`src/rtl/hanoi_move_gen.sv`:
```
// Iterative Towers of Hanoi solver: emits the 2^N-1 optimal moves (rod 0 -> rod 2) as fr/to/disk
// over a valid/ready handshake. Optional legality checker enabled by macro HANOI_LEGAL_CHK_EN.
module hanoi_move_gen #(
   parameter int N = 4
) (
   input  logic         clk,
   input  logic         rst,
   input  logic         start,
   output logic         move_valid,
   input  logic         move_ready,
   output logic [1:0]   fr,
   output logic [1:0]   to,
   output logic [2:0]   disk,
   output logic [N-1:0] move_cnt,
   output logic         busy,
   output logic         done,
   output logic         err
);

   // Handshake: a move transfers on any rising edge where move_valid && move_ready;
   // while move_valid is high and move_ready is low, fr/to/disk are held stable.

   typedef enum logic [1:0] {
      IDLE  = 2'd0,
      CALC  = 2'd1,
      OFFER = 2'd2,
      DONE  = 2'd3
   } state_t;

   localparam logic [N-1:0] LAST_CNT = '1;
   localparam bit           N_EVEN   = (N % 2 == 0);

   state_t state;
   state_t state_next;

   logic [N-1:0][1:0] pos;
   logic [N-1:0]      cnt_inc;
   logic [1:0]        calc_fr;
   logic [1:0]        calc_to;
   logic [2:0]        calc_disk;
   logic [1:0]        rod_a;
   logic [1:0]        rod_b;
   logic [3:0]        top_a;
   logic [3:0]        top_b;

   // Smallest disk sitting on rod r, or N when the rod is empty.
   function automatic logic [3:0] top_of(input logic [N-1:0][1:0] p, input logic [1:0] r);
      logic [3:0] t;
      t = 4'(N);
      for (int i = N - 1; i >= 0; i--) begin
         if (p[i] == r) t = 4'(i);
      end
      return t;
   endfunction

   function automatic logic [1:0] rod_add(input logic [1:0] r, input logic [1:0] d);
      logic [2:0] s;
      s = {1'b0, r} + {1'b0, d};
      if (s >= 3'd3) s = s - 3'd3;
      return s[1:0];
   endfunction

   assign cnt_inc = move_cnt + 1'b1;

   // Odd move number (move_cnt even) cycles disk 0; otherwise the single legal move between the other rods.
   always_comb begin
      rod_a     = rod_add(pos[0], 2'd1);
      rod_b     = rod_add(pos[0], 2'd2);
      top_a     = top_of(pos, rod_a);
      top_b     = top_of(pos, rod_b);
      calc_fr   = pos[0];
      calc_to   = N_EVEN ? rod_a : rod_b;
      calc_disk = 3'd0;
      if (move_cnt[0]) begin
         if (top_a < top_b) begin
            calc_fr   = rod_a;
            calc_to   = rod_b;
            calc_disk = top_a[2:0];
         end else begin
            calc_fr   = rod_b;
            calc_to   = rod_a;
            calc_disk = top_b[2:0];
         end
      end
   end

   always_ff @(posedge clk) begin
      if (rst) state <= IDLE;
      else     state <= state_next;
   end

   always_comb begin
      state_next = state;
      move_valid = 1'b0;
      busy       = 1'b0;
      done       = 1'b0;
      case (state)
         IDLE: begin
            if (start) state_next = CALC;
         end
         CALC: begin
            busy       = 1'b1;
            state_next = OFFER;
         end
         OFFER: begin
            busy       = 1'b1;
            move_valid = 1'b1;
            if (move_ready) state_next = (cnt_inc == LAST_CNT) ? DONE : CALC;
         end
         DONE: begin
            done       = 1'b1;
            state_next = IDLE;
         end
         default: state_next = IDLE;
      endcase
   end

   always_ff @(posedge clk) begin
      if (rst) begin
         pos      <= '0;
         fr       <= 2'd0;
         to       <= 2'd0;
         disk     <= 3'd0;
         move_cnt <= '0;
      end else begin
         case (state)
            IDLE: begin
               if (start) begin
                  pos      <= '0;
                  move_cnt <= '0;
               end
            end
            CALC: begin
               fr   <= calc_fr;
               to   <= calc_to;
               disk <= calc_disk;
            end
            OFFER: begin
               if (move_ready) begin
                  for (int i = 0; i < N; i++) begin
                     if (disk == 3'(i)) pos[i] <= to;
                  end
                  move_cnt <= cnt_inc;
               end
            end
            default: ;
         endcase
      end
   end

`ifdef HANOI_LEGAL_CHK_EN
   logic [3:0] top_fr;
   logic [3:0] top_to;
   logic       bad;

   // Checks the offered move against the live rod state, and the final tower placement in DONE.
   always_comb begin
      top_fr = top_of(pos, fr);
      top_to = top_of(pos, to);
      bad    = 1'b0;
      if (state == OFFER) begin
         if ((fr == to) || (fr == 2'd3) || (to == 2'd3) ||
             ({1'b0, disk} != top_fr) || (top_to < {1'b0, disk}))
            bad = 1'b1;
      end
      if ((state == DONE) && (pos != {N{2'b10}})) bad = 1'b1;
   end

   always_ff @(posedge clk) begin
      if (rst)      err <= 1'b0;
      else if (bad) err <= 1'b1;
   end
`else
   assign err = 1'b0;
`endif

endmodule

```
`config.mk`:
```
export PLATFORM = sky130hd
export DESIGN_NAME = hanoi_move_gen
export DESIGN_NICKNAME = d
export VERILOG_FILES = /design/src/rtl/hanoi_move_gen.sv
export SDC_FILE = /design/constraint.sdc
export NUM_CORES = 1
export LEC_CHECK = 0
export CORE_MARGIN = 3
export CORE_UTILIZATION = 54
export DETAILED_ROUTE_END_ITERATION = 10
export GPL_TIMING_DRIVEN = 0
export PLACE_DENSITY = 0.78
export SYNTH_ARGS = -nofsm -noshare
export SYNTH_HDL_FRONTEND = slang
export SYNTH_SLANG_ARGS = --single-unit
```
`constraint.sdc`:
```
create_clock -name clk -period 5.27 [get_ports clk]
set_input_delay 0.7905 -clock clk [delete_from_list [all_inputs] [get_ports clk]]
set_output_delay 0.7905 -clock clk [all_outputs]
set_load 0.01 [all_outputs]
```
; ---- Word level (Yosys, flattened, before mapping)
; Cells that the tools add are included.
[totals]
regBits = 21
output_inout_bits = 15
wordCells = 81
[classes]
add_sub_neg = 5
magnitude_cmp = 3
n_eq_ne = 21
mux = 33
reduce_logical = 10
[ops]
columns = op, n
row1 = $mux W4, 8
row2 = $mux W2, 13
row3 = $eq A2 B2 Y1, 8
row4 = $mux W8, 2
row5 = $pmux W8 S2, 1
row6 = $reduce_and A4 Y1, 4
row7 = $mux W3, 4
row8 = $ne A2 B2 Y1 const B, 6
row9 = $pmux W2 S4, 1
row10 = $pmux W4 S2, 1
row11 = $eq A3 B2 Y1 const B, 2
row12 = $ge A3 B2 Y1 const B, 2
row13 = $add A4 B1 Y4 const B, 1
row14 = $eq A2 B2 Y1 const B, 2
row15 = $eq A4 B4 Y1 const B, 1
row16 = $lt A4 B4 Y1, 1
row17 = $sub A2 B2 Y2 const B, 2
row18 = $add A2 B1 Y3 const B, 1
row19 = $add A2 B2 Y3 const B, 1
row20 = $eq A3 B1 Y1 const B, 1
row21 = $logic_not A3 Y1, 1
row22 = $mux W1, 3
row23 = $reduce_and A3 Y1, 1
row24 = $eq A2 B1 Y1 const B, 1
row25 = other kinds (4), 4

; ---- Longest topological paths before layout
; Gate-level depths: netlist of run 1.
[logic_depth]
word_depth = 11
depth_mapped = 15
mapped_depth_nobuf = 14

; ---- Least setup slack after synthesis of run 1
; No wires, ideal clock.
[synth_timing]
kind = register to register
start = register pos[0] (netlist name)
end = register to[1]
setup_time_ns = 0.091
t_arrival_ns = 2.846
slack_ns = 2.333
path_stages_with_launch = 14
synth_period_minus_slack_ns = 2.937
cell_sequence = dfxtp_1 > inv_1 > ha_1 > xor2_1 > and2_0 > or2_1 > nor2_1 > inv_1 > ha_1 > o21a_1 > nor2_1 > a31oi_4 > or3_1 > a311oi_1
[synth_via]
elab_chain_cells = 11
elab_cells_between_ends = 27
classes_between = add/sub (4) / order compare (3) / eq/ne (8) / mux (12)
[synth_lines]
columns = element, line_no
row1 = "start, declared", 36  ; logic [N-1:0][1:0] pos;
row2 = "start signal, assigned by index", 141  ; if (disk == 3'(i)) pos[i] <= to;
row3 = $add A2 B1 Y3 or $add A2 B2 Y3 (tied branches), 58  ; s = {1'b0, r} + {1'b0, d};
row4 = $ge A3 B2 Y1 or $sub A2 B2 Y2 (tied branches), 59  ; if (s >= 3'd3) s = s - 3'd3;
row5 = $mux W2, 59
row6 = $eq A2 B2 Y1, 51  ; if (p[i] == r) t = 4'(i);
row7 = $mux W3, 51
row8 = $mux W4 (3 in a row), 51
row9 = $lt A4 B4 Y1, 75  ; if (top_a < top_b) begin
row10 = $mux W2, 75
row11 = $mux W2 (*), 74  ; if (move_cnt[0]) begin
row12 = "end signal, assigned", 135  ; to <= calc_to;
row13 = "end, declared", 12  ; output logic [1:0] to,
; Mark *: on every way between the ends. The rest lies on a longest branch, timed or not.
; A chain may end at the register's enable or synchronous reset.

; ---- Worst setup path in the final report of run 1
; Ends and elaborated chain as after synthesis.

==> flow_metrics.tcl, run 1 <==
set metrics [dict create \
    status "complete, no violations" \
    start_kind "register" \
    drt_iter0_drc 70 \
    wl_per_cell_um 13.6 \
    cts-resized-gates 0 \
    maxCapViolCount 0 \
    powerDensity_nw_per_um2 248 \
    synth_edf_count 0 \
    drive_gt1_share_pct 6.19 \
    synth_nets 207 \
    met3_usage_pct 3.92 \
    post-cts-setup-buffer-count 0 \
    vdd_drop_max_v 0.000255 \
    io_buffers 17 \
    track_usage_pct 20.7 \
    cts.sinks 21 \
    cts_hold_buf 0 \
    insertion_delay_ns 0.31 \
    fp.dieH_um 59.5 \
    finalCritPeriodShare_pct 63.9 \
    path_max_fanout 7 \
    async_flop_share_pct 0 \
    antenna_found_initial 0 \
    fillers 215 \
    grt_pass1_vias 1279 \
    placed_area_sq_um 1750 \
    finalHoldViolCount 0 \
    rows 18 \
    use_met1_pct 29.0 \
    cts_buffers 3 \
    hold_class "register to register" \
    die_area_sq_um 3540 \
    synth_area_leader_cell "dfxtp_1" \
    post-route-drc-count 0 \
    syn_inst 189 \
    core_area_sq_um 2590 \
    report.final.slew_viol_count 0 \
    leakagePower_nw 0.757 \
    initial_core_util_pct 59.7 \
    critPathArrivalTime_ns 3.58 \
    fin_tns_setup_ns 0 \
    dp_hpwl_mm 2.61 \
    rsz0062_at_grt "false" \
    synth_area_sq_um 1550 \
    root_buffer "clkbuf_4" \
    critPathKind "register to register" \
    busiest_layer "met2" \
    cts_tree "done" \
    synth-main-ff-cell "dfxtp_1" \
    num_vias 1338 \
    fin_ws_ns 1.90 \
    grt_pass1_wl_mm 5.71 \
    n_antenna_cell 0 \
    finalNetCount 229 \
    cts.clk_slew.worst_paths_ns 0.12 \
    die_w_um 59.5 \
    met2_usage_pct 33.5 \
    wl_mm 3.26 \
    yosysTopAreaCellShare_pct 27.2 \
    io_pins 19 \
    yosysSeqAreaShare_pct 27.2 \
    synth_area_leaders "dfxtp_1 (27%), ha_1 (11%), nor2_1 (7.3%)" \
    max_freq_ghz 0.297 \
    skew_ns 0.00383 \
    syn_to_final_growth_pct 15.4 \
    dp_slack_ns 1.98 \
    postLayoutCoreUtil_pct 68.8 \
    grt_max_degree 14 \
    synth-seq-cells 21 \
    setup_violations 0 \
    h-tree-depth 1 \
    required_ns 5.48 \
    fin_area_sq_um 1780 \
    cts.path.max_buffers 2 \
    layout_min_cycle_time_ns 3.37 \
    synth.distinct_cells 38 \
    ys.warnings.count 0 \
    avgSynthCellArea_sq_um 8.18 \
    ant_nets 0 \
    grt-ovfl-total 0 \
    end_kind "register" \
    vias_per_cell 5.58 \
    dr.pass1.iters 4 \
    gp_congestion 0.815 \
]
==> sequential cells by signal, indices dropped and copies added, names as in the netlist <==
name      count
disk          3
fr            2
move_cnt      4
pos           8
state         2
to            2
==> report_power, final <==
part | switching, W | internal, W | leakage, nW
Sequential | 0.00000914 | 0.000167 | 0.170
Clock | 0.0000496 | 0.0000289 | 0.0139
Combinational | 0.000104 | 0.0000833 | 0.573
Total | 0.000163 | 0.000279 | 0.757
==> final cells by class <==
cell class | count | area, sq um | share of cell area [%]
timing repair buffer | 17 | 170 | 9.54
inverter | 8 | 30.0 | 1.68
buffer | 8 | 41.3 | 2.32
clock buffer | 3 | 22.5 | 1.26
clock inverter | 1 | 7.51 | 0.421
tap | 30 | 37.5 | 2.11
sequential | 21 | 420 | 23.6
multi-input combinational | 152 | 1050 | 59.1
==> worst paths after layout <==
| check | from | to | depth (start not counted) | slack (ns) |
|---|---|---|---|---|
| hold / removal | state[1]$_SDFFE_PP0P_ | state[1]$_SDFFE_PP0P_ | 2 | 0.51 |
| hold reg to reg | state[1]$_SDFFE_PP0P_ | state[1]$_SDFFE_PP0P_ | 2 | 0.51 |
| setup reg to reg | pos[0]$_SDFFE_PP0P_ | to[1]$_SDFFE_PP0N_ | 12 | 1.90 |
| setup / recovery | pos[0]$_SDFFE_PP0P_ | to[1]$_SDFFE_PP0N_ | 12 | 1.90 |
==> cell families after synthesis <==
kind of cell               share of synthesized area, %
and+or+nand+nor                                    20.1
AOI/OAI and AO/OA                                  18.7
DFF                                                27.2
xor gates and xnor gates                           10.7
buffers and inverters                              4.62
adders and majority gates                          11.3
muxes                                              7.13
other                                             0.243
==> per-stage QoR <==
| step | hold slack, ns | total power (W) | cells |
|---|---|---|---|
| after global routing | 0.544 | 0.000475 | 240 |
| after CTS | 0.513 | 0.000443 | 240 |
| after detailed placement | 0.494 | 0.000364 | 236 |
| after global placement | 0.476 | 0.000358 | 236 |
| after floorplan | 0.465 | 0.000318 | 189 |
| final | 0.515 | 0.000441 | 240 |
==> per-layer routing <==
metal  wire (um)  vias up
met5           0        -
met4          11        0
met3         271        2
met2        1520       43
met1        1450      613
li1            -      680
==> cells in the final DEF, fill, tap and decap left out, types with 3 or more instances in the layout <==
cell and n:
a21oi_1 11, a31oi_1 3, clkbuf_1 6, clkbuf_4 3
clkdlybuf4s50_1 17, dfxtp_1 21, ha_1 14, inv_1 7
mux2i_1 11, nand2_1 12, nand2b_1 3, nand3_1 5
nor2_1 30, nor2b_1 6, o21ai_0 11, xnor2_1 6
xor2_1 11
==> synth_stat cells, types with 5 or more instances <==
cell type,instances
dfxtp_1,21
inv_1,7
nand2_1,12
nand3_1,5
a21oi_1,11
xnor2_1,6
mux2i_1,11
ha_1,14
o21ai_0,11
nor2b_1,6
nor2_1,30
xor2_1,11
clkbuf_1,6
==> critical path, cell delays in order, from the launching register on <==
cell and delay (ns):
dfxtp_1 0.49, inv_1 0.13, ha_1 0.37, xor2_1 0.16
and2_0 0.23, or2_1 0.24, nor2_1 0.16, inv_1 0.07
ha_1 0.23, o32ai_2 0.35, a31oi_4 0.19, or3_1 0.34
a311oi_1 0.31
Note: power is estimated with default switching activity, not from simulation.
==> inputs of run 2 (changes only) <==
==> constraint.sdc (replaced) <==
create_clock -name clk -period 3.2 [get_ports clk]
set_input_delay 0.48 -clock clk [delete_from_list [all_inputs] [get_ports clk]]
set_output_delay 0.48 -clock clk [all_outputs]
set_load 0.01 [all_outputs]
==> flow_metrics.tcl, run 2 (same netlist as run 1, synthesis figures left out) <==
set metrics [dict create \
    grt_max_degree 14 \
    antenna_found_initial 0 \
    stdcell_count 248 \
    vias_per_cell 5.55 \
    critPathKind "register to register" \
    dp_slack_ns -0.0913 \
    post-route-drc-count 0 \
    cts_buffers 3 \
    start_kind "register" \
    critPathArrivalTime_ns 3.31 \
    rows 18 \
    syn_to_final_growth_pct 25.2 \
    max_freq_ghz 0.324 \
    r2r_cells 15 \
    io_pins 19 \
    power.share.clock_pct 16.7 \
    hold_ws_ns 0.516 \
    end_kind "register" \
    largest-register "pos" \
    powerDensity_nw_per_um2 400 \
    root_buffer "clkbuf_4" \
    path_max_fanout 7 \
    internal_power_w 0.000492 \
    cts.sinks 21 \
    drt_iter0_drc 49 \
    setup_violations 0 \
    reg_top3 "pos x8, move_cnt x4, disk x3" \
    skew_ns 0.00396 \
    die_area_sq_um 3540 \
    cp-startpoint "pos[0]$_SDFFE_PP0P_" \
    holdPathStages 2 \
    cts_tree "done" \
    h-tree-depth 1 \
    seqPwrFrac_pct 37.2 \
    die_w_um 59.5 \
    fin_ws_ns 0.110 \
    track_usage_pct 20.7 \
    report.final.slew_viol_count 0 \
    cts.clk_slew.worst_paths_ns 0.12 \
    largest_reg_flops 8 \
    final_common_cell "nor2_1" \
    reg2reg_slack_ns 0.11 \
    p_comb_share_pct 46.1 \
    p_sw_share_pct 36.5 \
    r2r-end "to[1]$_SDFFE_PP0N_" \
    io_buffers 17 \
    status "complete, no violations" \
    hold_path_startpoint "state[1]$_SDFFE_PP0P_" \
    insertion_delay_ns 0.30 \
    cts.path.max_buffers 2 \
    hold_end "state[1]$_SDFFE_PP0P_" \
    fp.dieH_um 59.5 \
    final_cell_mix "nor2_1 (27), dfxtp_1 (19), clkdlybuf4s50_1 (17), nand2_1 (12)" \
    leakagePower_nw 0.817 \
    finalCritPeriodShare_pct 96.6 \
    num_vias 1377 \
    grt-ovfl-total 0 \
    layout_min_cycle_time_ns 3.09 \
    hold_class "register to register" \
    maxCapViolCount 0 \
    initial_core_util_pct 59.7 \
    placedCellCount 236 \
    grt_pass1_wl_mm 5.74 \
    finalNetCount 237 \
    reg2reg_from "pos[0]$_SDFFE_PP0P_" \
    core_area_sq_um 2590 \
    required_ns 3.42 \
    fillers 192 \
    wl_per_cell_um 14.1 \
    gp_congestion 0.815 \
    finalHoldViolCount 0 \
    wl_mm 3.51 \
    vdd_drop_max_v 0.000421 \
    dr.pass1.iters 4 \
    grt_pass1_vias 1282 \
    n_antenna_cell 0 \
    ant_nets 0 \
    postLayoutCoreUtil_pct 74.7 \
    dp_hpwl_mm 2.61 \
    drive_gt1_share_pct 15.6 \
    p_switching_w 0.000283 \
]
[run 2: worst max path at each step]
| stage | cells past startpoint | endpoint |
|---|---|---|
| final | 15 | to[1]$_SDFFE_PP0N_ |
| after global routing | 15 | to[1]$_SDFFE_PP0N_ |
| after CTS | 14 | to[1]$_SDFFE_PP0N_ |
| after detailed placement | 13 | to[1]$_SDFFE_PP0N_ |
| after global placement | 13 | to[1]$_SDFFE_PP0N_ |
| after floorplan | 13 | to[1]$_SDFFE_PP0N_ |
[run 2: per-layer routing]
metal	GRT usage [%]	up-vias	part of all wire, %
met2	33.5	35	46
met4	2.85	0	0.31
met3	3.92	2	5.5
met5	0	-	0
met1	29.3	642	48
li1	-	698	-
[run 2: cell type report]
| cell class | count | area, sq um | share of cell area [%] |
|---|---|---|---|
| plain buffers | 7 | 46.3 | 2.39 |
| clock buffers | 3 | 22.5 | 1.16 |
| clock inverters | 1 | 7.51 | 0.388 |
| inverters | 8 | 33.8 | 1.75 |
| multi-input cells | 152 | 1100 | 57.1 |
| flip-flops and latches | 21 | 428 | 22.1 |
| well taps | 30 | 37.5 | 1.94 |
| repair buffers | 26 | 255 | 13.2 |
[run 2: per-stage QoR]
stage                     power, W  setup TNS [ns]  cell area [sq um]
after floorplan           0.000524               0               1550
after global placement    0.000590         -0.0398               1750
after detailed placement  0.000599         -0.0913               1750
after CTS                 0.000733               0               1790
after global routing      0.000831         -0.0290               1930
final                     0.000774               0               1930
[run 2: repair_timing]
| item | CTS | global route |
|---|---|---|
| setup endpoints to repair | 1 | 2 |
| cloned | 0 | 1 |
| hold buffers | 0 | 0 |
| endpoints found under the hold margin | 0 | 0 |
| pin swaps | 1 | 5 |
| buffers inserted | 0 | 8 |
| gates resized for setup | 4 | 14 |
[run 2: worst max-delay path: stages, from the launching register on]
cell	delay [ns]
dfxtp_4	0.40
clkinvlp_4	0.14
ha_4	0.35
buf_12	0.13
xnor2_1	0.11
nor2_1	0.07
or2_1	0.24
nor2_2	0.16
inv_1	0.07
ha_2	0.20
nor2_2	0.07
o21ai_1	0.07
o32ai_2	0.19
a31oi_4	0.18
or3_4	0.36
a311oi_2	0.26
[run 2: power groups by stage]
| stage | combinational, W | clock (W) | sequential [W] |
|---|---|---|---|
| final | 0.000357 | 0.000129 | 0.000288 |
| after detailed placement | 0.000304 | 0 | 0.000295 |
| after global placement | 0.000296 | 0 | 0.000294 |
| after CTS | 0.000310 | 0.000134 | 0.000289 |
| after floorplan | 0.000230 | 0 | 0.000294 |
| after global routing | 0.000393 | 0.000148 | 0.000290 |
